### src/rtl/self_trig_ext.sv
// Per-channel self trigger: polarity-selectable threshold discriminator with
// hysteresis, crossing prescaler, programmable trigger delay, holdoff and counters.
module self_trig_ext #(
    parameter int unsigned ABITS   = 12,
    parameter int unsigned CBITS   = 10,
    parameter int unsigned DELBITS = 4,
    parameter int unsigned HBITS   = 8
) (
    input  logic               adcclk,
    input  logic               reset,
    input  logic signed [15:0] data,
    input  logic               inhibit,
    input  logic               polarity,
    input  logic [ABITS-1:0]   threshold,
    input  logic [1:0]         hyst,
    input  logic [15:0]        prescale,
    input  logic [DELBITS-1:0] delay,
    input  logic [HBITS-1:0]   holdoff,
    output logic               trig,
    output logic               busy,
    output logic [CBITS-1:0]   counter,
    output logic [CBITS-1:0]   raw_counter
);

    // Comparison width: wide enough for the sample and a zero-extended threshold
    localparam int unsigned CW = ((ABITS > 16) ? ABITS : 16) + 1;

    typedef enum logic [1:0] {
        S_IDLE,
        S_DELAY,
        S_HOLD
    } state_e;

    state_e             state_q, state_d;
    logic               inh_q;
    logic signed [15:0] s_q, s_d;
    logic               discr_q, discr_d;
    logic [15:0]        presc_q, presc_d;
    logic [CBITS-1:0]   cnt_q, cnt_d;
    logic [CBITS-1:0]   raw_q, raw_d;
    logic [DELBITS-1:0] dcnt_q, dcnt_d;
    logic [HBITS-1:0]   hcnt_q, hcnt_d;
    logic               trig_q, trig_d;
    logic               busy_q, busy_d;

    logic signed [CW-1:0] s_ext_c, thr_ext_c, rel_ext_c;
    logic                 cross_c, release_c, start_c;

    assign s_ext_c   = {{(CW-16){s_q[15]}}, s_q};
    assign thr_ext_c = CW'(threshold);
    assign rel_ext_c = CW'(threshold >> hyst);

    assign cross_c   = !inh_q && !discr_q && (s_ext_c > thr_ext_c);
    assign release_c = !inh_q && (s_ext_c <= rel_ext_c);
    assign start_c   = cross_c && (presc_q == '0) && !busy_q;

    // Polarity flip; negating the most negative sample saturates
    always_comb begin
        s_d = data;
        if (polarity) begin
            s_d = (data == 16'sh8000) ? 16'sh7fff : -data;
        end
    end

    always_comb begin
        state_d = state_q;
        discr_d = discr_q;
        presc_d = presc_q;
        cnt_d   = cnt_q;
        raw_d   = raw_q;
        dcnt_d  = dcnt_q;
        hcnt_d  = hcnt_q;
        trig_d  = 1'b0;

        if (inh_q) begin
            discr_d = 1'b0;
            state_d = S_IDLE;
            dcnt_d  = '0;
            hcnt_d  = '0;
        end else begin
            if (cross_c) begin
                discr_d = 1'b1;
                raw_d   = raw_q + CBITS'(1);
                if (presc_q != '0) begin
                    presc_d = presc_q - 16'd1;
                end else begin
                    presc_d = prescale;
                    cnt_d   = cnt_q + CBITS'(1);
                end
            end else if (release_c) begin
                discr_d = 1'b0;
            end

            // A selected crossing while busy is counted but never queued
            case (state_q)
                S_IDLE: begin
                    if (start_c) begin
                        state_d = S_DELAY;
                        dcnt_d  = delay;
                    end
                end
                S_DELAY: begin
                    if (dcnt_q == '0) begin
                        trig_d  = 1'b1;
                        state_d = S_HOLD;
                        hcnt_d  = holdoff;
                    end else begin
                        dcnt_d = dcnt_q - DELBITS'(1);
                    end
                end
                S_HOLD: begin
                    if (hcnt_q == '0) begin
                        state_d = S_IDLE;
                    end else begin
                        hcnt_d = hcnt_q - HBITS'(1);
                    end
                end
                default: state_d = S_IDLE;
            endcase
        end

        busy_d = (state_d != S_IDLE);
    end

    always_ff @(posedge adcclk) begin
        if (reset) begin
            state_q <= S_IDLE;
            inh_q   <= 1'b1;
            s_q     <= '0;
            discr_q <= 1'b0;
            presc_q <= '0;
            cnt_q   <= '0;
            raw_q   <= '0;
            dcnt_q  <= '0;
            hcnt_q  <= '0;
            trig_q  <= 1'b0;
            busy_q  <= 1'b0;
        end else begin
            state_q <= state_d;
            inh_q   <= inhibit;
            s_q     <= s_d;
            discr_q <= discr_d;
            presc_q <= presc_d;
            cnt_q   <= cnt_d;
            raw_q   <= raw_d;
            dcnt_q  <= dcnt_d;
            hcnt_q  <= hcnt_d;
            trig_q  <= trig_d;
            busy_q  <= busy_d;
        end
    end

    assign trig        = trig_q;
    assign busy        = busy_q;
    assign counter     = cnt_q;
    assign raw_counter = raw_q;

endmodule

### config.mk
export PLATFORM = sky130hd
export DESIGN_NAME = self_trig_ext
export DESIGN_NICKNAME = d
export VERILOG_FILES = /design/src/rtl/self_trig_ext.sv
export SDC_FILE = /design/constraint.sdc
export NUM_CORES = 1
export LEC_CHECK = 0
export ABC_AREA = 1
export BUFFER_PORTS_ARGS = -buffer_cell sky130_fd_sc_hd__buf_4
export CORE_MARGIN = 2
export CORE_UTILIZATION = 40
export CTS_CLUSTER_SIZE = 30
export DETAILED_ROUTE_END_ITERATION = 7
export PLACE_DENSITY = 0.71
export SYNTH_ARGS = -nofsm -noshare
export SYNTH_HDL_FRONTEND = slang
export SYNTH_SLANG_ARGS = --single-unit
### constraint.sdc
create_clock -name adcclk -period 2.8 [get_ports adcclk]
set_input_delay 0.56 -clock adcclk [delete_from_list [all_inputs] [get_ports adcclk]]
set_output_delay 0.56 -clock adcclk [all_outputs]
set_load 0.05 [all_outputs]
==> flow_summary.yaml, run 1 <==
status:
  outcome: "complete, no violations"
logic_synthesis:
  yosysMostFrequentCell: "nand2_1"
  synth_ff_type: "dfxtp_1"
  ys_top_cells_by_area: "dfxtp_1, nand2_1, ha_1, inv_1, a21oi_1"
  synth-seq-area-share_pct: 29.2
  synth-warning-count: 0
  syn_avg_cell_area_sq_um: 6.71
  syn_area_sq_mm: 0.00479
  synth_area_leader_cell: "dfxtp_1"
  yosysTopAreaCellShare_pct: 29.2
  ys_types: 39
  synth_edf_count: 0
  synth_cells: 715
  synth_common_cells: "nand2_1, inv_1, dfxtp_1, nor2_1, a21oi_1"
  syn-num-nets: 812
  ys_async_sr_fraction_pct: 0
  ys_ff_latch: 70
setup_path:
  cp_top_family: "simple AND/OR/NAND/NOR gates"
  endpoint_kind: "register"
  max_stage_delay_ns: 0.31
  worst_ep_required_time_ns: 3.06
  cp_slowest_cell: "dfxtp_1"
  worst_ep_arrival_time_ns: 2.51
  critPathMaxFanout: 12
  critPathKind: "register to register"
  worstPathCellList: "inv_1 -> ha_1 -> nand3_2 -> nor2_4 -> nand2_1 -> inv_2 -> nand4_2 -> buf_4 -> inv_2 -> nand2_1 -> a21oi_1"
  worst-path-buf-inv: 4
  startpoint_type: "register"
placed_design:
  dp.cells: 927
  place_ws_ns: 0.276
  dp_hpwl_mm: 8.70
  port_buffers: 83
  place_congestion: 0.848
  dpl_cell_area_sq_mm: 0.00556
drt:
  drt_pass1_iterations: 4
  drcViolationCount: 0
  detail-route-antenna-nets: 0
  via_per_inst: 4.95
  drt-total-wl_mm: 11.4
  vias: 4670
  drtIter0Drc: 303
  wl_per_cell_um: 12.1
global_route:
  first_global_vias: 4280
  grt_first_pass_wirelength_mm: 19.4
  antenna_found_initial: 0
  grt.total_usage_pct: 18.3
  grt_max_degree: 31
  overflow: 0
sta:
  max_freq_mhz: 444
  period_minus_slack_ns: 2.25
  slew_viol_final: 0
  rsz0062_at_grt: "false"
  hold_ws_ns: 0.417
  fin_skew_ns: 0.00486
  finalSetupViolCount: 0
  relSlewSlack_pct: 51.1
  layout_setup_ws_ns: 0.547
  min_period_over_period_pct: 80.5
  hold_viol_final: 0
  worst_slew_pin_slew_ns: 0.733
  fin_tns_setup_ns: 0
finish:
  multi_input_area_sq_mm: 0.00294
  drive_above_1_share_pct: 17.3
  nNetsFinal: 892
  area_growth_pct: 23.1
  antenna_cells: 0
  final_cells: 943
  seqCellArea_sq_mm: 0.00140
  postLayoutCoreUtil_pct: 51.1
  fillers: 1158
  finalInstanceArea_sq_mm: 0.00590
run:
  max-cap-violations: 0
floorplan:
  dieArea_sq_mm: 0.0129
  floorplan.initialDensity_pct: 41.5
  num_io_pins: 84
  die_w_um: 113
  core_sq_mm: 0.0116
  row_count: 39
  die_y_um: 113
clock_network:
  ctsLongestPathBuffers: 2
  clock_latency_ns: 0.33
  postCtsSetupRepairBufs: 0
  cts_tree: "done"
  cts_made_buffers: 9
  cts.sinks: 70
  cts_max_level: 3
  clkTransAtPathRegs_ns: 0.06
  cts-resized-gates: 0
  root_buffer: "clkbuf_16"
  holdBufCountCts: 0
worst_hold_path:
  min_path_type: "input pin to register"
power_and_ir_drop:
  p_leak_nw: 2.78
  power.total_mw: 3.01
  irDropWorstVdd_v: 0.000376
  power_density_mw_per_mm2: 511
==> where the power goes <==
group	internal, mW	switching (mW)
Clock	0.893	0.434
Combinational	0.248	0.369
Sequential	1.04	0.0349
Total	2.18	0.839
==> placed cells by master, fill, tap and decap left out, types with 2 or more instances in the layout <==
cell type / instances
nor2_1: 68
nand2_1: 156
nor2_4: 4
inv_2: 9
ha_1: 35
o21ai_0: 50
inv_1: 87
a31oi_1: 14
nor3_2: 5
dfxtp_1: 70
nor4_1: 5
o211ai_1: 7
nor2_2: 5
a21oi_1: 63
bufinv_16: 3
xor2_1: 19
nand3_1: 20
xnor2_1: 6
clkbuf_16: 9
nand2_2: 4
or2_2: 3
buf_4: 87
mux2i_1: 4
a211oi_1: 4
o21ai_1: 15
nand3b_1: 3
clkinv_2: 2
nand4_1: 10
nor3_1: 17
o21a_1: 4
==> routing by layer <==
layer	track usage (%)	vias to the layer above	part of all wire [%]
li1	-	2524	-
met3	3.67	10	3.6
met4	5.93	0	1.5
met2	30.8	83	47
met5	0	-	0
met1	23.7	2053	48
==> cell type report <==
cell class | count | area share [%]
clock inverter | 6 | 1.84
timing repair buffer | 88 | 11.4
sequential | 70 | 23.7
clock buffer | 10 | 4.05
multi-input combinational | 529 | 49.8
inverter | 97 | 6.17
tap | 143 | 3.03
==> cells by family (layout without fill, tap and decap cells) <==
family	after synthesis	count (layout)	synth area share [%]
buffers and inverters	116	201	9.47
AND/OR/NAND/NOR	304	304	28.3
AO/OA/AOI/OAI	161	161	18.4
XOR/XNOR	25	25	4.57
flip-flops	70	70	29.2
adder cells (fa/ha/maj)	35	35	9.13
multiplexers	4	4	0.835
==> state kept, by name (all words and copies together), names as in the netlist <==
register and flops:
s_q 16, hcnt_q 8, raw_counter 10, busy 1, trig 1, presc_q 16
dcnt_q 4, discr_q 1, state_q 2, counter 10, inh_q 1
==> path summary, 6_finish.rpt <==
| kind | start | end | slack, ns | cells after the start |
|---|---|---|---|---|
| max | presc_q[0]$_SDFFE_PP0P_ | counter[5]$_SDFFE_PP0P_ | 0.55 | 11 |
| min | inhibit | inh_q$_SDFF_PP1_ | 0.42 | 2 |
| max reg2reg | presc_q[0]$_SDFFE_PP0P_ | counter[5]$_SDFFE_PP0P_ | 0.55 | 11 |
| min reg2reg | hcnt_q[5]$_SDFFE_PP0P_ | hcnt_q[5]$_SDFFE_PP0P_ | 0.47 | 2 |
==> worst register-to-register path: stages, from the launching register on <==
cell and delay [ns]:
dfxtp_1 0.31, inv_1 0.09, ha_1 0.23, nand3_2 0.12, nor2_4 0.16, nand2_1 0.29
inv_2 0.21, nand4_2 0.22, buf_4 0.24, inv_2 0.13, nand2_1 0.06, a21oi_1 0.11
(Power assumes the default switching activity.)
==> run 2, diff against run 1 <==
- ABC_AREA: 1 -> 0
- clock period: 2.8 -> 2.1 ns (I/O delays scaled with it)
==> run 2 against run 1 <==
Net effect:
- the flow now finishes with violations (design-rule violations, negative setup slack)
- routed wire length rose by 19%
- total power rose by 69%
- synthesized cell count fell by 18%
- hold slack got worse by 0.12 ns
- clock-buffer cell count rose by 2
- clock skew rose by 0.0025 ns
- cell area rose by 14%
- clock power rose by 3%
- global-route usage rose by 2.6 points
- first-iteration DRC count rose by 29%
- sequential cell count did not move
- non-clock buffer count rose by 89
==> flow_summary.yaml, run 2 <==
sta:
  rsz0062_at_grt: "true"
  relSlewSlack_pct: 68.5
  layout_setup_ws_ns: -0.224
  fin_tns_setup_ns: -4.37
  slew_viol_final: 0
  finalSetupViolCount: 43
  hold_ws_ns: 0.296
  min_period_over_period_pct: 111
  fin_skew_ns: 0.00732
  worst_slew_pin_slew_ns: 0.466
  period_minus_slack_ns: 2.32
  hold_viol_final: 0
  max_freq_mhz: 430
logic_synthesis:
  synth_edf_count: 0
  ys_top_cells_by_area: "dfxtp_1, ha_1, a21oi_1, o21ai_0, nand2_1"
  synth-seq-area-share_pct: 29.5
  ys_types: 67
  synth_common_cells: "dfxtp_1, a21oi_1, nand2_1, o21ai_0, inv_1"
  yosysTopAreaCellShare_pct: 29.5
  yosysMostFrequentCell: "dfxtp_1"
  synth_cells: 589
  synth_area_leader_cell: "dfxtp_1"
  synth_ff_type: "dfxtp_1"
  synth-warning-count: 0
  syn_area_sq_mm: 0.00475
  syn_avg_cell_area_sq_um: 8.06
  ys_async_sr_fraction_pct: 0
  ys_ff_latch: 70
  syn-num-nets: 686
drt:
  detail-route-antenna-nets: 0
  drtIter0Drc: 392
  via_per_inst: 5.69
  drt-total-wl_mm: 13.6
  wl_per_cell_um: 15.1
  drt_pass1_iterations: 7
  vias: 5091
  drcViolationCount: 5
setup_path:
  r2r_slack_ns: -0.22
  worst_ep_arrival_time_ns: 2.59
  critPathKind: "register to register"
  worst_r2r_endpoint: "presc_q[14]$_SDFFE_PP0P_"
  reg2reg_depth: 7
  worst_ep_required_time_ns: 2.37
  rr_startpoint: "presc_q[0]$_SDFFE_PP0P_"
  endpoint_kind: "register"
  critPathMaxFanout: 5
  startpoint_type: "register"
floorplan:
  row_count: 39
  num_io_pins: 84
  floorplan.initialDensity_pct: 41.2
  die_w_um: 113
  core_sq_mm: 0.0115
  die_y_um: 113
  dieArea_sq_mm: 0.0128
global_route:
  grt_max_degree: 39
  overflow: 0
  grt_first_pass_wirelength_mm: 22.4
  first_global_vias: 4869
  antenna_found_initial: 0
  grt.total_usage_pct: 21.0
placed_design:
  port_buffers: 83
  dp_hpwl_mm: 9.86
  dpl_cell_area_sq_mm: 0.00613
  place_ws_ns: -0.419
  place_congestion: 0.935
worst_hold_path:
  min_to: "inh_q$_SDFF_PP1_"
  hp-start: "inhibit"
  min_path_type: "input pin to register"
  min_delay_path_depth: 2
clock_network:
  clock_latency_ns: 0.33
  root_buffer: "clkbuf_16"
  ctsLongestPathBuffers: 2
  cts_tree: "done"
  cts.sinks: 70
  holdBufCountCts: 0
  cts_max_level: 3
  clkTransAtPathRegs_ns: 0.06
  cts_made_buffers: 9
finish:
  top_regs: "presc_q: 16 flops, s_q: 16 flops"
  layout_common_cells: "buf_4, dfxtp_1, a21oi_1, nand2_1, inv_1"
  antenna_cells: 0
  final_common_cell: "buf_4"
  nNetsFinal: 844
  area_growth_pct: 42.2
  drive_above_1_share_pct: 35.4
  finalInstanceArea_sq_mm: 0.00675
status:
  failed_checks: "design-rule violations, negative setup slack"
  outcome: "finished, violations left"
power_and_ir_drop:
  p_leak_nw: 2.85
  irDropWorstVdd_v: 0.000425
  power.total_mw: 5.10
  power_density_mw_per_mm2: 756
run:
  max-cap-violations: 0
==> run 2: changes by cell type in the layout (fill, tap and decap cells not counted), sizes merged, moves of 7 or more <==
cell,before,now
a31oi,14,0
buf,88,176
inv,96,41
nand2,160,56
nand3,22,14
nor2,77,31
nor3,22,13
o21ai,65,46
o31ai,0,16
or2,4,11
or3,0,14
or4,0,17
==> run 2: kinds of logic (layout without fill, tap and decap cells) <==
group / count (synthesis) / count (layout) / synth area share [%]
compound gates: 184 / 184 / 24.2
xor+xnor: 18 / 18 / 3.32
fa+ha+maj: 35 / 35 / 9.23
buf+inv: 71 / 234 / 6.46
flops: 70 / 70 / 29.5
mux: 13 / 13 / 4.35
simple gates: 198 / 198 / 22.9
==> run 2: stage by stage <==
| step | util (%) | cells |
|---|---|---|
| final | 58.6 | 895 |
| after global routing | 58.6 | 895 |
| after detailed placement | 53.2 | 871 |
| after global placement | 53.2 | 871 |
| after CTS | 57.0 | 890 |
| after floorplan | - | 589 |
==> run 2: layer usage <==
| layer | share of wire [%] | global-route usage [%] | routed length [um] |
|---|---|---|---|
| met5 | 0 | 0 | 0 |
| met4 | 2.1 | 8.13 | 287 |
| met3 | 4.9 | 2.95 | 670 |
| met2 | 48 | 34.9 | 6510 |
| met1 | 45 | 27.7 | 6090 |
==> run 2: how the worst max path moves through the flow <==
stage / slack [ns] / to / startpoint / depth (start not counted)
2_1_floorplan: -0.28 / presc_q[14]$_SDFFE_PP0P_ / presc_q[0]$_SDFFE_PP0P_ / 8
3_3_place_gp: -0.33 / raw_counter[9]$_SDFFE_PP0P_ / threshold[7] / 10
3_5_place_dp: -0.42 / counter[6]$_SDFFE_PP0P_ / threshold[7] / 10
4_1_cts: -0.25 / presc_q[14]$_SDFFE_PP0P_ / presc_q[0]$_SDFFE_PP0P_ / 7
5_1_grt: -0.27 / presc_q[14]$_SDFFE_PP0P_ / presc_q[0]$_SDFFE_PP0P_ / 7
6_report: -0.22 / presc_q[14]$_SDFFE_PP0P_ / presc_q[0]$_SDFFE_PP0P_ / 7
==> run 2: repair_timing <==
item                       in CTS  in global routing
gates cloned                    1                  1
buffers inserted                3                  5
setup endpoints to repair      44                 52
hold endpoints to repair        0                  0
gates resized for setup        33                 30
pin swaps                      22                 13
==> run 2: cell type report <==
| class | count | area (sq um) |
|---|---|---|
| Tap cell | 143 | 179 |
| Clock buffer | 12 | 246 |
| Multi-Input combinational cell | 448 | 3320 |
| Fill cell | 977 | 4770 |
| Timing Repair Buffer | 177 | 1410 |
| Inverter | 41 | 161 |
| Clock inverter | 4 | 22.5 |
| Sequential cell | 70 | 1410 |
==> run 2: report_power, final <==
| group | switching, mW | internal [mW] |
|---|---|---|
| registers | 0.0611 | 1.41 |
| clock network | 0.545 | 0.825 |
| logic | 1.14 | 1.12 |
==> run 2: critical path, stage by stage, from the launching register on <==
cell and delay (ns):
dfxtp_2 0.32, inv_2 0.07, ha_4 0.13, or4b_4 0.51, or2_4 0.27, or4_4 0.42, or4_4 0.42, a21oi_2 0.11
==> run 3, diff against run 2 <==
- SKIP_CTS_REPAIR_TIMING: unset -> 1
==> run 3 against run 2 <==
Net effect:
- the run still ends with design-rule violations, negative setup slack left
- total power down 0.98%
- worst setup slack worse by 0.037 ns
- final cell count down 0.45%
- die area unchanged
- first-iteration DRC count up 16%
- global-route usage down 0.55 points
- critical path type unchanged
- critical endpoint unchanged
- largest power group unchanged
- highest routed layer unchanged
==> flow_summary.yaml, run 3 (synthesized netlist as in run 2, its figures left out) <==
status:
  outcome: "finished, violations left"
  failed_checks: "design-rule violations, negative setup slack"
finish:
  area_growth_pct: 42.2
  layout_common_cells: "buf_4, dfxtp_1, a21oi_1, nand2_1, inv_1"
  postLayoutCoreUtil_pct: 58.6
  final_cells: 891
  finalInstanceArea_sq_mm: 0.00675
  fillers: 971
  nNetsFinal: 840
  final_common_cell: "buf_4"
  drive_above_1_share_pct: 36.5
  antenna_cells: 0
  top_regs: "presc_q: 16 flops, s_q: 16 flops"
sta:
  finalSetupViolCount: 43
  hold_ws_ns: 0.300
  min_period_over_period_pct: 112
  relSlewSlack_pct: 67.9
  max_freq_mhz: 424
  rsz0062_at_grt: "true"
  slew_viol_final: 0
  period_minus_slack_ns: 2.36
  worst_slew_pin_slew_ns: 0.476
  layout_setup_ws_ns: -0.261
  hold_viol_final: 0
  fin_skew_ns: 0.00779
setup_path:
  startpoint_type: "register"
  worst_r2r_endpoint: "presc_q[14]$_SDFFE_PP0P_"
  worst-path-buf-inv: 1
  worst_ep_required_time_ns: 2.36
  worstPathCellList: "inv_2 -> ha_4 -> or4b_4 -> or2_4 -> or4_4 -> or4_4 -> a21oi_2"
  endpoint_kind: "register"
  cp_top_family: "simple AND/OR/NAND/NOR gates"
  reg2reg_depth: 7
  max_stage_delay_ns: 0.51
  cp_slowest_cell: "or4b_4"
  rr_startpoint: "presc_q[0]$_SDFFE_PP0P_"
  r2r_slack_ns: -0.26
  worst_ep_arrival_time_ns: 2.63
  crit_top_cell: "or4_4"
  critPathMaxFanout: 5
  critPathKind: "register to register"
floorplan:
  row_count: 39
  num_io_pins: 84
  die_w_um: 113
  die_y_um: 113
  dieArea_sq_mm: 0.0128
  floorplan.initialDensity_pct: 41.2
  core_sq_mm: 0.0115
placed_design:
  dp.cells: 871
  dp_hpwl_mm: 9.86
  place_congestion: 0.935
  dpl_cell_area_sq_mm: 0.00613
  port_buffers: 83
global_route:
  first_global_vias: 4818
  antenna_found_initial: 0
  grt.total_usage_pct: 20.4
  overflow: 0
  grt_max_degree: 39
  grt_first_pass_wirelength_mm: 21.8
clock_network:
  ctsLongestPathBuffers: 2
  cts_tree: "done"
  cts_max_level: 3
  clock_latency_ns: 0.33
  cts_made_buffers: 9
  clkTransAtPathRegs_ns: 0.06
  root_buffer: "clkbuf_16"
  cts.sinks: 70
drt:
  drcViolationCount: 5
  via_per_inst: 5.65
  drt-total-wl_mm: 13.4
  detail-route-antenna-nets: 0
  drt_pass1_iterations: 7
  vias: 5035
  wl_per_cell_um: 15.1
  drtIter0Drc: 456
power_and_ir_drop:
  irDropWorstVdd_v: 0.000408
  p_leak_nw: 2.82
  power.total_mw: 5.05
  power_density_mw_per_mm2: 748
worst_hold_path:
  min_delay_path_depth: 2
  min_path_type: "input pin to register"
  hp-start: "inhibit"
  min_to: "inh_q$_SDFF_PP1_"
run:
  max-cap-violations: 0
==> run 3: changes by cell type in the layout (fill, tap and decap cells not counted), sizes merged <==
cell    change
buf         -3
clkbuf      -1
==> run 3: power by group <==
part / internal, mW / total, mW / switching [mW]
combinational: 1.09 / 2.20 / 1.11
clock: 0.825 / 1.37 / 0.549
sequential: 1.41 / 1.47 / 0.0612
total: 3.32 / 5.05 / 1.72
==> run 3: cell type report <==
class | count | area, sq um | share of cell area, %
Clock buffer | 12 | 246 | 3.65
Inverter | 41 | 161 | 2.39
Clock inverter | 4 | 22.5 | 0.334
Multi-Input combinational cell | 448 | 3370 | 50.0
Sequential cell | 70 | 1410 | 20.9
Timing Repair Buffer | 173 | 1350 | 20.1
Tap cell | 143 | 179 | 2.65
==> run 3: how the worst max path moves through the flow <==
| stage | startpoint | end | cells past startpoint |
|---|---|---|---|
| after global routing | presc_q[0]$_SDFFE_PP0P_ | presc_q[14]$_SDFFE_PP0P_ | 7 |
| after floorplan | presc_q[0]$_SDFFE_PP0P_ | presc_q[14]$_SDFFE_PP0P_ | 8 |
| after CTS | presc_q[0]$_SDFFE_PP0P_ | presc_q[14]$_SDFFE_PP0P_ | 7 |
| final | presc_q[0]$_SDFFE_PP0P_ | presc_q[14]$_SDFFE_PP0P_ | 7 |
| after detailed placement | threshold[7] | counter[6]$_SDFFE_PP0P_ | 10 |
| after global placement | threshold[7] | raw_counter[9]$_SDFFE_PP0P_ | 10 |
==> run 3: per-layer routing <==
metal  up-vias  wire length (um)  global-route usage [%]  part of all wire (%)
li1       2480                 -                       -                     -
met1      2392              6050                    26.9                    45
met2       143              6530                    33.8                    49
met3        20               607                    3.00                   4.5
met4         0               256                    8.21                   1.9
met5         -                 0                       0                     0
==> run 3: metrics by stage <==
stage / setup TNS [ns] / setup slack [ns]
after global placement: -11.14 / -0.335
final: -5.14 / -0.261
after detailed placement: -13.32 / -0.419
after floorplan: -6.04 / -0.283
after CTS: -7.28 / -0.322
after global routing: -8.37 / -0.304
